File: config.mk
export PLATFORM = sky130hd
export DESIGN_NAME = mem_port_arbiter_flat
export DESIGN_NICKNAME = d
export VERILOG_FILES = /design/src/rtl/mem_port_arbiter_pkg.sv /design/src/rtl/mem_port_arbiter_if.sv /design/src/rtl/mem_port_arbiter_wait_timer.sv /design/src/rtl/mem_port_arbiter.sv /design/src/flat_wrapper.sv
export SDC_FILE = /design/constraint.sdc
export NUM_CORES = 1
export LEC_CHECK = 0
export BUFFER_PORTS_ARGS = -buffer_cell sky130_fd_sc_hd__buf_2
export CAP_MARGIN = 20
export CORE_AREA = 10 10 106 132
export DETAILED_ROUTE_END_ITERATION = 10
export DIE_AREA = 0 0 116 142
export MAX_ROUTING_LAYER = met4
export PLACE_DENSITY = 0.9
export SETUP_SLACK_MARGIN = 0.5
export SLEW_MARGIN = 15
export SYNTH_ARGS = -nofsm -noshare
export SYNTH_HDL_FRONTEND = slang
export SYNTH_SLANG_ARGS = --single-unit
File: constraint.sdc
create_clock -name clk -period 3.45 [get_ports clk]
set_input_delay 0.1725 -clock clk [delete_from_list [all_inputs] [get_ports clk]]
set_output_delay 0.1725 -clock clk [all_outputs]
set_load 0.01 [all_outputs]
File: src/rtl/mem_port_arbiter_pkg.sv
// -----------------------------------------------------------------------------
// mem_port_arbiter_pkg
// Shared processor-pipeline constants used by the memory port arbiter:
//   - arbState_t       : arbiter FSM state encoding
//   - MAX_WAIT_DEFAULT : default memory-ready timeout in busy cycles
//   - waitCountWidth() : width of a counter that must hold 0..maxWait
// -----------------------------------------------------------------------------
package mem_port_arbiter_pkg;

    typedef enum logic [1:0] {
        IDLE   = 2'd0,
        BUSY_D = 2'd1,
        BUSY_I = 2'd2,
        RESP   = 2'd3
    } arbState_t;

    localparam int MAX_WAIT_DEFAULT = 16;

    // ceil(log2(maxWait+1)): enough bits to count all the way up to maxWait.
    function automatic int waitCountWidth(input int maxWait);
        return (maxWait < 1) ? 1 : $clog2(maxWait + 1);
    endfunction

endpackage

File: src/rtl/mem_port_arbiter_if.sv
// -----------------------------------------------------------------------------
// mem_port_arbiter_if
// Bundles the fetch port, data port, memory port and status of the arbiter.
//   modport master : the arbiter itself (drives responses, stalls, memory bus)
//   modport slave  : the surroundings (requesters and the memory)
// Fetch : ireq, iaddr -> irdata, ivalid, StallF
// Data  : dreq, dwe, daddr, dwdata -> drdata, dvalid, StallM
// Memory: mem_req, mem_we, mem_addr, mem_wdata <- mem_rdata, mem_ready
// Status: bus_err (sticky timeout flag)
// -----------------------------------------------------------------------------
interface mem_port_arbiter_if #(
    parameter int AW = 32,
    parameter int DW = 32
);
    logic          ireq;
    logic [AW-1:0] iaddr;
    logic [DW-1:0] irdata;
    logic          ivalid;
    logic          StallF;

    logic          dreq;
    logic          dwe;
    logic [AW-1:0] daddr;
    logic [DW-1:0] dwdata;
    logic [DW-1:0] drdata;
    logic          dvalid;
    logic          StallM;

    logic          mem_req;
    logic          mem_we;
    logic [AW-1:0] mem_addr;
    logic [DW-1:0] mem_wdata;
    logic [DW-1:0] mem_rdata;
    logic          mem_ready;

    logic          bus_err;

    modport master (
        input  ireq, iaddr, dreq, dwe, daddr, dwdata, mem_rdata, mem_ready,
        output irdata, ivalid, StallF, drdata, dvalid, StallM,
               mem_req, mem_we, mem_addr, mem_wdata, bus_err
    );

    modport slave (
        output ireq, iaddr, dreq, dwe, daddr, dwdata, mem_rdata, mem_ready,
        input  irdata, ivalid, StallF, drdata, dvalid, StallM,
               mem_req, mem_we, mem_addr, mem_wdata, bus_err
    );
endinterface

File: src/rtl/mem_port_arbiter_wait_timer.sv
// -----------------------------------------------------------------------------
// wait_timer
// Counts busy cycles spent waiting for the memory.
//   clk, rst_n : clock, asynchronous active-low reset
//   clear      : zero the count (asserted on the granting cycle)
//   enable     : one more busy cycle without mem_ready
//   expired    : this enabled cycle is the MAX_WAIT-th one without mem_ready
// -----------------------------------------------------------------------------
module wait_timer
    import mem_port_arbiter_pkg::*;
#(
    parameter int MAX_WAIT = MAX_WAIT_DEFAULT
) (
    input  logic clk,
    input  logic rst_n,
    input  logic clear,
    input  logic enable,
    output logic expired
);
    localparam int CW = waitCountWidth(MAX_WAIT);
    localparam logic [CW-1:0] LAST_COUNT = CW'(MAX_WAIT - 1);

    logic [CW-1:0] countReg;

    always_ff @(posedge clk or negedge rst_n) begin
        if (!rst_n) begin
            countReg <= '0;
        end else if (clear) begin
            countReg <= '0;
        end else if (enable) begin
            countReg <= countReg + CW'(1);
        end
    end

    // Fires during the cycle whose increment would make the count reach
    // MAX_WAIT, so the arbiter leaves busy after exactly MAX_WAIT cycles.
    assign expired = enable && (countReg == LAST_COUNT);

endmodule

File: src/rtl/mem_port_arbiter.sv
// -----------------------------------------------------------------------------
// mem_port_arbiter
// Shares one single-ported memory between the fetch and the data side of the
// pipeline. Data requests win over fetch requests; one access is in flight at
// a time; a busy access that sees no mem_ready for MAX_WAIT cycles completes
// with zero data and sets the sticky bus_err flag.
//   clk   : clock (rising edge)
//   rst_n : asynchronous active-low reset
//   bus   : mem_port_arbiter_if.master (fetch, data, memory and status signals)
// -----------------------------------------------------------------------------
module mem_port_arbiter
    import mem_port_arbiter_pkg::*;
#(
    parameter int AW       = 32,
    parameter int DW       = 32,
    parameter int MAX_WAIT = MAX_WAIT_DEFAULT
) (
    input logic clk,
    input logic rst_n,
    mem_port_arbiter_if.master bus
);
    arbState_t     stateReg, stateNext;
    logic          memReqReg, memReqNext;
    logic          memWeReg, memWeNext;
    logic [AW-1:0] memAddrReg, memAddrNext;
    logic [DW-1:0] memWdataReg, memWdataNext;
    logic [DW-1:0] irdataReg, irdataNext;
    logic [DW-1:0] drdataReg, drdataNext;
    logic          ivalidReg, ivalidNext;
    logic          dvalidReg, dvalidNext;
    logic          busErrReg, busErrNext;

    logic          timerClear;
    logic          timerEnable;
    logic          timerExpired;

    // The counter restarts whenever a request is granted out of IDLE and
    // advances on every busy cycle that did not complete.
    assign timerClear  = (stateReg == IDLE) && (bus.dreq || bus.ireq);
    assign timerEnable = ((stateReg == BUSY_D) || (stateReg == BUSY_I)) && !bus.mem_ready;

    wait_timer #(
        .MAX_WAIT (MAX_WAIT)
    ) waitTimer (
        .clk     (clk),
        .rst_n   (rst_n),
        .clear   (timerClear),
        .enable  (timerEnable),
        .expired (timerExpired)
    );

    always_ff @(posedge clk or negedge rst_n) begin
        if (!rst_n) begin
            stateReg    <= IDLE;
            memReqReg   <= 1'b0;
            memWeReg    <= 1'b0;
            memAddrReg  <= '0;
            memWdataReg <= '0;
            irdataReg   <= '0;
            drdataReg   <= '0;
            ivalidReg   <= 1'b0;
            dvalidReg   <= 1'b0;
            busErrReg   <= 1'b0;
        end else begin
            stateReg    <= stateNext;
            memReqReg   <= memReqNext;
            memWeReg    <= memWeNext;
            memAddrReg  <= memAddrNext;
            memWdataReg <= memWdataNext;
            irdataReg   <= irdataNext;
            drdataReg   <= drdataNext;
            ivalidReg   <= ivalidNext;
            dvalidReg   <= dvalidNext;
            busErrReg   <= busErrNext;
        end
    end

    always_comb begin
        stateNext    = stateReg;
        memReqNext   = memReqReg;
        memWeNext    = memWeReg;
        memAddrNext  = memAddrReg;
        memWdataNext = memWdataReg;
        irdataNext   = irdataReg;
        drdataNext   = drdataReg;
        ivalidNext   = 1'b0;
        dvalidNext   = 1'b0;
        busErrNext   = busErrReg;

        case (stateReg)
            IDLE: begin
                if (bus.dreq) begin
                    stateNext    = BUSY_D;
                    memReqNext   = 1'b1;
                    memWeNext    = bus.dwe;
                    memAddrNext  = bus.daddr;
                    memWdataNext = bus.dwdata;
                end else if (bus.ireq) begin
                    stateNext    = BUSY_I;
                    memReqNext   = 1'b1;
                    memWeNext    = 1'b0;
                    memAddrNext  = bus.iaddr;
                    memWdataNext = '0;
                end
            end

            BUSY_D: begin
                // mem_ready takes priority over a timeout on the same cycle.
                if (bus.mem_ready || timerExpired) begin
                    stateNext  = RESP;
                    memReqNext = 1'b0;
                    dvalidNext = 1'b1;
                    if (!bus.mem_ready) begin
                        busErrNext = 1'b1;
                    end
                    // A store never disturbs the last load result.
                    if (!memWeReg) begin
                        drdataNext = bus.mem_ready ? bus.mem_rdata : '0;
                    end
                end
            end

            BUSY_I: begin
                if (bus.mem_ready || timerExpired) begin
                    stateNext  = RESP;
                    memReqNext = 1'b0;
                    ivalidNext = 1'b1;
                    irdataNext = bus.mem_ready ? bus.mem_rdata : '0;
                    if (!bus.mem_ready) begin
                        busErrNext = 1'b1;
                    end
                end
            end

            RESP: begin
                // The valid pulse is already registered; requests wait a cycle.
                stateNext = IDLE;
            end

            default: begin
                stateNext = IDLE;
            end
        endcase
    end

    assign bus.mem_req   = memReqReg;
    assign bus.mem_we    = memWeReg;
    assign bus.mem_addr  = memAddrReg;
    assign bus.mem_wdata = memWdataReg;
    assign bus.irdata    = irdataReg;
    assign bus.drdata    = drdataReg;
    assign bus.ivalid    = ivalidReg;
    assign bus.dvalid    = dvalidReg;
    assign bus.bus_err   = busErrReg;

    // Stalls are combinational so the pipeline freezes in the request cycle.
    assign bus.StallF = bus.ireq && !ivalidReg;
    assign bus.StallM = bus.dreq && !dvalidReg;

endmodule
File: src/flat_wrapper.sv
// flat-port wrapper written by rule: the top's interface ports become plain ports
module mem_port_arbiter_flat import mem_port_arbiter_pkg::*;
#(
    parameter int AW       = 32,
    parameter int DW       = 32,
    parameter int MAX_WAIT = MAX_WAIT_DEFAULT
)
  (clk, rst_n, bus_ireq, bus_iaddr, bus_dreq, bus_dwe, bus_daddr, bus_dwdata, bus_mem_rdata, bus_mem_ready, bus_irdata, bus_ivalid, bus_StallF, bus_drdata, bus_dvalid, bus_StallM, bus_mem_req, bus_mem_we, bus_mem_addr, bus_mem_wdata, bus_bus_err);
  mem_port_arbiter_if #(.AW(AW), .DW(DW)) bus_i ();
  input logic clk;
  input logic rst_n;
  input wire logic [$bits(bus_i.ireq)-1:0] bus_ireq;
  input wire logic [$bits(bus_i.iaddr)-1:0] bus_iaddr;
  input wire logic [$bits(bus_i.dreq)-1:0] bus_dreq;
  input wire logic [$bits(bus_i.dwe)-1:0] bus_dwe;
  input wire logic [$bits(bus_i.daddr)-1:0] bus_daddr;
  input wire logic [$bits(bus_i.dwdata)-1:0] bus_dwdata;
  input wire logic [$bits(bus_i.mem_rdata)-1:0] bus_mem_rdata;
  input wire logic [$bits(bus_i.mem_ready)-1:0] bus_mem_ready;
  output wire logic [$bits(bus_i.irdata)-1:0] bus_irdata;
  output wire logic [$bits(bus_i.ivalid)-1:0] bus_ivalid;
  output wire logic [$bits(bus_i.StallF)-1:0] bus_StallF;
  output wire logic [$bits(bus_i.drdata)-1:0] bus_drdata;
  output wire logic [$bits(bus_i.dvalid)-1:0] bus_dvalid;
  output wire logic [$bits(bus_i.StallM)-1:0] bus_StallM;
  output wire logic [$bits(bus_i.mem_req)-1:0] bus_mem_req;
  output wire logic [$bits(bus_i.mem_we)-1:0] bus_mem_we;
  output wire logic [$bits(bus_i.mem_addr)-1:0] bus_mem_addr;
  output wire logic [$bits(bus_i.mem_wdata)-1:0] bus_mem_wdata;
  output wire logic [$bits(bus_i.bus_err)-1:0] bus_bus_err;
  assign bus_i.ireq = bus_ireq;
  assign bus_i.iaddr = bus_iaddr;
  assign bus_i.dreq = bus_dreq;
  assign bus_i.dwe = bus_dwe;
  assign bus_i.daddr = bus_daddr;
  assign bus_i.dwdata = bus_dwdata;
  assign bus_i.mem_rdata = bus_mem_rdata;
  assign bus_i.mem_ready = bus_mem_ready;
  assign bus_irdata = bus_i.irdata;
  assign bus_ivalid = bus_i.ivalid;
  assign bus_StallF = bus_i.StallF;
  assign bus_drdata = bus_i.drdata;
  assign bus_dvalid = bus_i.dvalid;
  assign bus_StallM = bus_i.StallM;
  assign bus_mem_req = bus_i.mem_req;
  assign bus_mem_we = bus_i.mem_we;
  assign bus_mem_addr = bus_i.mem_addr;
  assign bus_mem_wdata = bus_i.mem_wdata;
  assign bus_bus_err = bus_i.bus_err;
  mem_port_arbiter #(.AW(AW), .DW(DW), .MAX_WAIT(MAX_WAIT)) u_core (.clk(clk), .rst_n(rst_n), .bus(bus_i));
endmodule
# Word-level counts from Yosys, hierarchy flattened
# Index checks and enable logic that the tools add are counted.
# word_totals
out_inout_bits	135
ff_bits	140
# op_classes
muxes	20
bitwise	2
n_eq_ne	6
reduce_logical	22
n_addsub	1
# op_table
op	count
32-bit 2-to-1 mux	5
5-bit 2-to-1 mux	2
3-bit AND reduction	3
1-bit 2-to-1 mux	8
2-bit 2-to-1 mux	3
2-bit one-hot mux with 3 select lines	1
2-bit AND reduction	3
2-bit nonzero test	3
5-bit by 1-bit adder with 5-bit output, second input constant	1
5-bit by 4-bit equality test with 1-bit output, second input constant	1
1-bit logical AND	5
2-bit equality test, second input constant	2
1-bit zero test	3
1-bit logical OR	3
3-bit inequality test, second input constant	1
2-bit by 1-bit equality test with 1-bit output, second input constant	1
2-bit zero test	1
2-bit by 1-bit inequality test with 1-bit output, second input constant	1
1-bit inverter	2
1-bit one-hot mux with 2 select lines	1
2-bit OR reduction	1

# Depth between registers and ports, before layout
# Gate-level depths: netlist (run 1).
# logic_depth
ltp_word	7
depth_mapped	7
ltp_nobuf	6

# Modules after synthesis
# A second synthesis (run 1) with hierarchy kept.
# hier_totals
hier_cells	486
area_unflattened_um2	5858.1
# modules_own_cells
module	cells_each	instances	seq_area_each_um2	area_each_um2
mem_port_arbiter	462	1	3378.2	5572.8
wait_timer	24	1	125.1	285.3

# Worst setup path after synthesis (run 1)
# OpenSTA, ideal clock, no wires.
# synth_timing
kind	register -> register
start	reg u_core.waitTimer.countReg[0]
end	reg u_core.irdataReg[0] (netlist: u_core.bus.irdata[0])
n_path_buf	1
synth_period_minus_slack_ns	1.723
path_slack_ns	1.727
path_stages_with_launch	8
arrival_time_ns	1.655
t_required_ns	3.383
path_cell_list	dfrtp_1 > ha_1 > and3_1 > ha_1 > a21o_4 > nand2_2 > buf_2 > a32o_1
# synth_between
elab_chain_len	4
# synth_rtl
element	line	source
from (decl)	mem_port_arbiter_wait_timer.sv:23	logic [CW-1:0] countReg;
from (signal assigned)	mem_port_arbiter_wait_timer.sv:31	countReg <= countReg + CW'(1);
5-bit by 4-bit equality test with 1-bit output	mem_port_arbiter_wait_timer.sv:37	assign expired = enable && (countReg == LAST_COUNT);
1-bit logical AND	mem_port_arbiter_wait_timer.sv:37	
1-bit logical OR	mem_port_arbiter.sv:124	if (bus.mem_ready || timerExpired) begin
2-bit AND reduction (no line)	-	
to (signal assigned)	mem_port_arbiter.sv:70	irdataReg <= irdataNext;
to (decl)	mem_port_arbiter.sv:27	logic [DW-1:0] irdataReg, irdataNext;
# Every way passes these cells.
# A chain may end at the register's enable or synchronous reset.

# Final worst setup path (run 1)
# layout_timing
start	reg u_core.waitTimer.countReg[0]
end	reg u_core.irdataReg[29] (netlist: u_core.bus.irdata[29])
# Same word-level chain as after synthesis.

==> results of run 1 <==
per-layer routing:
layer	GRT usage [%]	vias up	part of all wire [%]
li1	-	2181	-
met1	25.9	2403	39
met2	36.4	283	50
met3	6.24	31	8.5
met4	8.58	0	2.3
met5	-	-	0
logic make-up after synthesis:
family | after synthesis | share of synthesized area, %
adders and majority gates | 7 | 1.56
xor gates and xnor gates | 2 | 0.312
buffers and inverters | 40 | 4.05
muxes | 34 | 6.10
AOI/OAI and AO/OA | 141 | 20.6
DFF | 140 | 62.4
and+or+nand+nor | 57 | 4.99
power by group through the flow:
| stage | clock, mW | sequential (mW) | combinational [mW] |
|---|---|---|---|
| after floorplan | 0 | 3.10 | 1.28 |
| after global placement | 0 | 2.78 | 2.65 |
| after detailed placement | 0 | 2.80 | 2.78 |
| after CTS | 1.88 | 2.79 | 2.83 |
| after global routing | 1.97 | 2.89 | 3.13 |
| final | 1.84 | 2.82 | 2.86 |
worst max-delay path by stage:
stage	cells past startpoint	endpoint	slack, ns
CTS	6	u_core.bus.irdata[26]$_DFFE_PN0P_	1.31
detailed placement	4	u_core.bus.mem_addr[11]$_DFFE_PN0P_	1.32
global route	6	u_core.bus.irdata[4]$_DFFE_PN0P_	1.19
floorplan	7	u_core.bus.irdata[0]$_DFFE_PN0P_	1.73
finish	6	u_core.bus.irdata[29]$_DFFE_PN0P_	1.29
global placement	6	u_core.bus.irdata[25]$_DFFE_PN0P_	1.38
per-stage QoR:
| step | worst slack [ns] | cell area, um2 | power (mW) | util, % | cells |
|---|---|---|---|---|---|
| after floorplan | 1.73 | 5620 | 4.38 | - | 421 |
| after global placement | 1.38 | 6980 | 5.43 | 61.0 | 798 |
| after detailed placement | 1.32 | 6980 | 5.58 | 61.0 | 798 |
| after CTS | 1.31 | 8010 | 7.51 | 70.0 | 873 |
| after global routing | 1.19 | 8090 | 7.99 | 70.6 | 878 |
| final | 1.29 | 8090 | 7.52 | 70.6 | 878 |
cell usage after synthesis (all sizes together) (4+ instances only):
cell / number
ha: 7
a32o: 38
clkbuf: 9
o21ai: 35
dfrtp: 140
nand2: 38
and2: 4
inv: 5
nor2: 4
a22o: 59
buf: 26
mux2i: 32
nor2b: 4
registers in the layout, indices dropped and copies added, names as in the netlist:
name	cells
u_core.bus.mem_req	1
u_core.bus.drdata	32
u_core.bus.ivalid	1
u_core.stateReg	2
u_core.waitTimer.countReg	5
u_core.bus.mem_addr	32
u_core.bus.irdata	32
u_core.bus.bus_err	1
u_core.bus.mem_wdata	32
u_core.bus.mem_we	1
u_core.bus.dvalid	1
worst max-delay path: stages (launching register included):
cell	delay, ns
dfrtp_1	0.40
ha_1	0.22
and3_1	0.18
ha_1	0.25
a21o_4	0.25
nand2_2	0.50
a22o_1	0.28
cell type report:
class | count | area [um2]
sequential | 140 | 3500
fill | 798 | 3360
multi-input combinational | 241 | 1890
timing repair buffer | 320 | 1890
clock buffer | 17 | 425
clock inverter | 15 | 175
tap | 138 | 173
inverter | 5 | 18.8
antenna | 2 | 5.00
timing repair:
action | 4_1_cts | 5_1_grt
hold endpoints to repair | 165 | 0
hold buffers | 43 | 0
gates resized for setup | 0 | 0
==> metrics.txt, run 1 <==
async set-reset flop share out of synthesis=100%; Core Rows=44; CP Max Fanout=33; syn_nets=562; number of max-cap violations=0; Clock Tree Buf Depth=2; post-route minimum period=approximately 2.2 ns; CTS tree=yes; Most used DFF post-synth=dfrtp_1; Setup CP Type=reg -> reg; vias per cell=around 5.6; wire length per cell=between 20 and 25 um; setup bufs post-CTS=0; TritonRoute pass-1 iters=5; grt ovf=0; pwr dens=930 mW/mm2; Hold Crit Endpoint=u_core.bus.drdata[26]$_DFFE_PN0P_; RSZ-0062 raised after global routing=false; DRT Wirelength=18400 um; Yosys top cell by area=dfrtp_1; status=finished, final reports clean; max-slew violation count=0; Worst Min Path Start=bus_mem_rdata[26]; RR Endpoint=u_core.bus.irdata[29]$_DFFE_PN0P_; die height=roughly 140 um; post-route ant nets=0; CTS clk-pin slew, worst paths=0.06 ns; Setup TNS=0 ns; routability cong.=about 0.84; Worst Hold Class=in -> reg; Post-synth EDFFs=0; DR vias=4898; share of cells above drive strength 1=43.2%; first-pass GRT wire length=28200 um; Comb pwr share=approximately two fifths; Seq pwr share=37.5%; Area contributors post-synth=dfrtp_1, a22o_1, a32o_1; CP Data Arrival Time=2.50 ns; post-route clock period utilization=62.5%; synth warn=0; share of the synthesized area in the top cell type=62.4%; initial core utilization=49.0%; Pint=between 4 and 5 mW; largest net degree at the start of global routing=about 120; I/O Buffers=268; Setup-failing EPs final=0; Layout Skew=0.0118 ns; worst setup path startpoint=u_core.waitTimer.countReg[0]$_DFFE_PN0P_; Ports=269; Die Wd=116 um; VDD IR max=about 0.00040 V; commonest non-fill, non-tap cells in the layout=buf_2, dfrtp_1, a22o_1; Die Area=0.0165 mm2; initial DRC count=around 450; Yosys reg bits=140; mapped cell area=0.00562 mm2; Crit. End Element=register; fmax=464 MHz; # nets final=866; Reg2Reg Setup Slack=1.29 ns; Startpoint Class=register; reg2reg start=u_core.waitTimer.countReg[0]$_DFFE_PN0P_; Slew headroom=47.5%; antenna violations before repair=2; post-synthesis sequential area ratio=62.4%; worst slew pin tran=0.788 ns; leak pwr=4.25 nW; Synth Area per Inst=13.3 um2; Total GRT Usage=22.4%; most common cell after layout, fill and taps aside=buf_2; CTS root buffer=clkbuf_16; Final Hold Viols=0; Worst Hold Slack=0.0199 ns; clock share of power=24.5%; DRC viols=0; vias in the first global route=~5200; post-synth cell types=36; sw frac=36.7%; H-Tree Level Count=4; Core ar.=0.0115 mm2; worst reg2reg path depth=6; Mapped Cells=421; CTS Buf Count=17; worst skew pair latency=0.41 ns; Net Switching=2.76 mW; Clock Sinks=140; Hold Path Depth=2; DP Wirelength=12400 um; Area growth syn-to-layout=44.0%; critical path data required time=between 3 and 4 ns
(Power assumes the default switching activity.)
==> run 2: changes to the inputs <==
- CORE_AREA: 10 10 106 132 -> 10 10 115 143
- DIE_AREA: 0 0 116 142 -> 0 0 125 153
- PLACE_DENSITY: 0.9 -> 0.81
- clock period: 3.45 -> 1.95 ns (I/O delays scaled with it)
==> metrics.txt, run 2 (synthesis gave the netlist of run 1 again) <==
fmax=597 MHz; Clock Tree Buf Depth=2; H-Tree Level Count=4; Net Switching=a little over 5 mW; Crit path buffers/inverters=1; DRT Wirelength=21200 um; commonest non-fill, non-tap cells in the layout=buf_2, dfrtp_1, dlygate4sd3_1; CTS tree=yes; I/O Buffers=268; share of cells above drive strength 1=43.2%; critical path data required time=between 2 and 2.5 ns; number of max-cap violations=0; Die Area=0.0191 mm2; post-layout util=66.3%; Total GRT Usage=21.8%; pwr dens=1570 mW/mm2; wire length per cell=approximately 21 um; CTS clk-pin slew, worst paths=0.06 ns; max-slew violation count=0; failing checks=hold timing; VDD IR max=0.000785 V; post-route minimum period=1.68 ns; CP cell instances=ha_2 > and3_4 > ha_4 > a21o_4 > buf_12 > nand2_8 > a22o_4; Slew headroom=52.0%; TritonRoute pass-1 iters=5; CP delay by family, top=compound AO/OA/AOI/OAI gates; Clock Sinks=140; vias per cell=5.39; max incr delay on CP=0.37 ns; CP Data Arrival Time=1.98 ns; DP Wirelength=13000 um; DR vias=5369; Worst Hold Class=in -> reg; largest net degree at the start of global routing=141; post-route ant nets=0; Crit. End Element=register; Pint=9.06 mW; status=complete, but fails checks; Setup CP Type=reg -> reg; grt ovf=0; Die Wd=125 um; Startpoint Class=register; Final Hold Viols=1; Worst Hold Slack=-0.0252 ns; initial DRC count=411; DRC viols=0; Core Rows=48; die height=153 um; antenna violations before repair=2; CP Max Fanout=8; leak pwr=4.62 nW; Setup-failing EPs final=0; CTS Buf Count=17; most common cell after layout, fill and taps aside=buf_2; worst skew pair latency=0.42 ns; Core ar.=0.0137 mm2; Layout Skew=0.00894 ns; clock share of power=23.1%; Ports=269; Comb pwr share=a little over two fifths; Area growth syn-to-layout=61.7%; vias in the first global route=5902; sw frac=between 30% and 40%; RSZ-0062 raised after global routing=true; CP max-delay cell=dfrtp_1; initial core utilization=41.0%; Setup TNS=0 ns; first-pass GRT wire length=32300 um; CTS root buffer=clkbuf_16; post-route clock period utilization=85.9%; Seq pwr share=35.0%; # nets final=947; routability cong.=~0.82; worst slew pin tran=0.720 ns
## run 2: worst min-delay path, delay by kind of cell
family | cells | cell delay (ns)
muxes | 1 | 0.05
buffers and inverters | 1 | 0.08
AOI/OAI and AO/OA | 1 | 0.13
## run 2: cell type report
type | instances | area [um2]
diodes | 2 | 5.00
clock buffers | 20 | 437
clock inverters | 12 | 161
fillers | 938 | 4610
inverters | 5 | 18.8
multi-input cells | 246 | 2100
flip-flops and latches | 140 | 3500
well taps | 175 | 219
repair buffers | 396 | 2640
## run 2: path summary, 6_finish.rpt
check                                                          from                                  end  slack (ns)  depth (start not counted)
min                                                   bus_iaddr[25]  u_core.bus.mem_addr[25]$_DFFE_PN0P_       -0.03                          3
max in group asynchronous                                     rst_n   u_core.bus.mem_addr[8]$_DFFE_PN0P_        1.04                          3
min reg2reg                     u_core.bus.mem_addr[13]$_DFFE_PN0P_  u_core.bus.mem_addr[13]$_DFFE_PN0P_        0.48                          2
max                        u_core.waitTimer.countReg[0]$_DFFE_PN0P_    u_core.bus.drdata[29]$_DFFE_PN0P_        0.27                          7
min in group asynchronous                                     rst_n     u_core.bus.drdata[8]$_DFFE_PN0P_        0.37                          3
max reg2reg                u_core.waitTimer.countReg[0]$_DFFE_PN0P_    u_core.bus.drdata[29]$_DFFE_PN0P_        0.27                          7
## run 2: metal layers
layer | vias up | part of all wire, % | track usage (%)
met2 | 299 | 54 | 37.7
met3 | 72 | 5.9 | 5.26
met4 | 0 | 4.4 | 12.7
li1 | 2357 | - | -
met5 | - | 0 | -
met1 | 2641 | 36 | 22.1
## run 2: what timing repair did
action                                 CTS  global route
buffers inserted                        15             6
setup endpoints to repair              109            83
hold buffers                            97             0
gates resized for setup                 20             3
gates cloned                             5             0
endpoints found under the hold margin  253             0
pin swaps                               13            11
## run 2: through the flow
stage / cells / hold slack [ns] / cell area (um2) / setup WS [ns] / total power [mW]
floorplan: 421 / -0.198 / 5690 / 0.415 / 7.89
global placement: 839 / 0.243 / 7130 / 0.241 / 9.86
detailed placement: 839 / 0.258 / 7130 / 0.184 / 10.1
CTS: 988 / 0.00116 / 9020 / 0.302 / 14.0
global route: 996 / 0.00689 / 9080 / 0.231 / 15.0
finish: 996 / -0.0252 / 9080 / 0.275 / 14.2
## run 2: power groups by stage
| stage | Sequential, mW | Combinational [mW] | Clock [mW] |
|---|---|---|---|
| after floorplan | 5.49 | 2.40 | 0 |
| after global placement | 4.93 | 4.93 | 0 |
| after detailed placement | 4.97 | 5.17 | 0 |
| after CTS | 4.94 | 5.79 | 3.31 |
| after global routing | 5.11 | 6.38 | 3.47 |
| final | 4.99 | 5.96 | 3.29 |
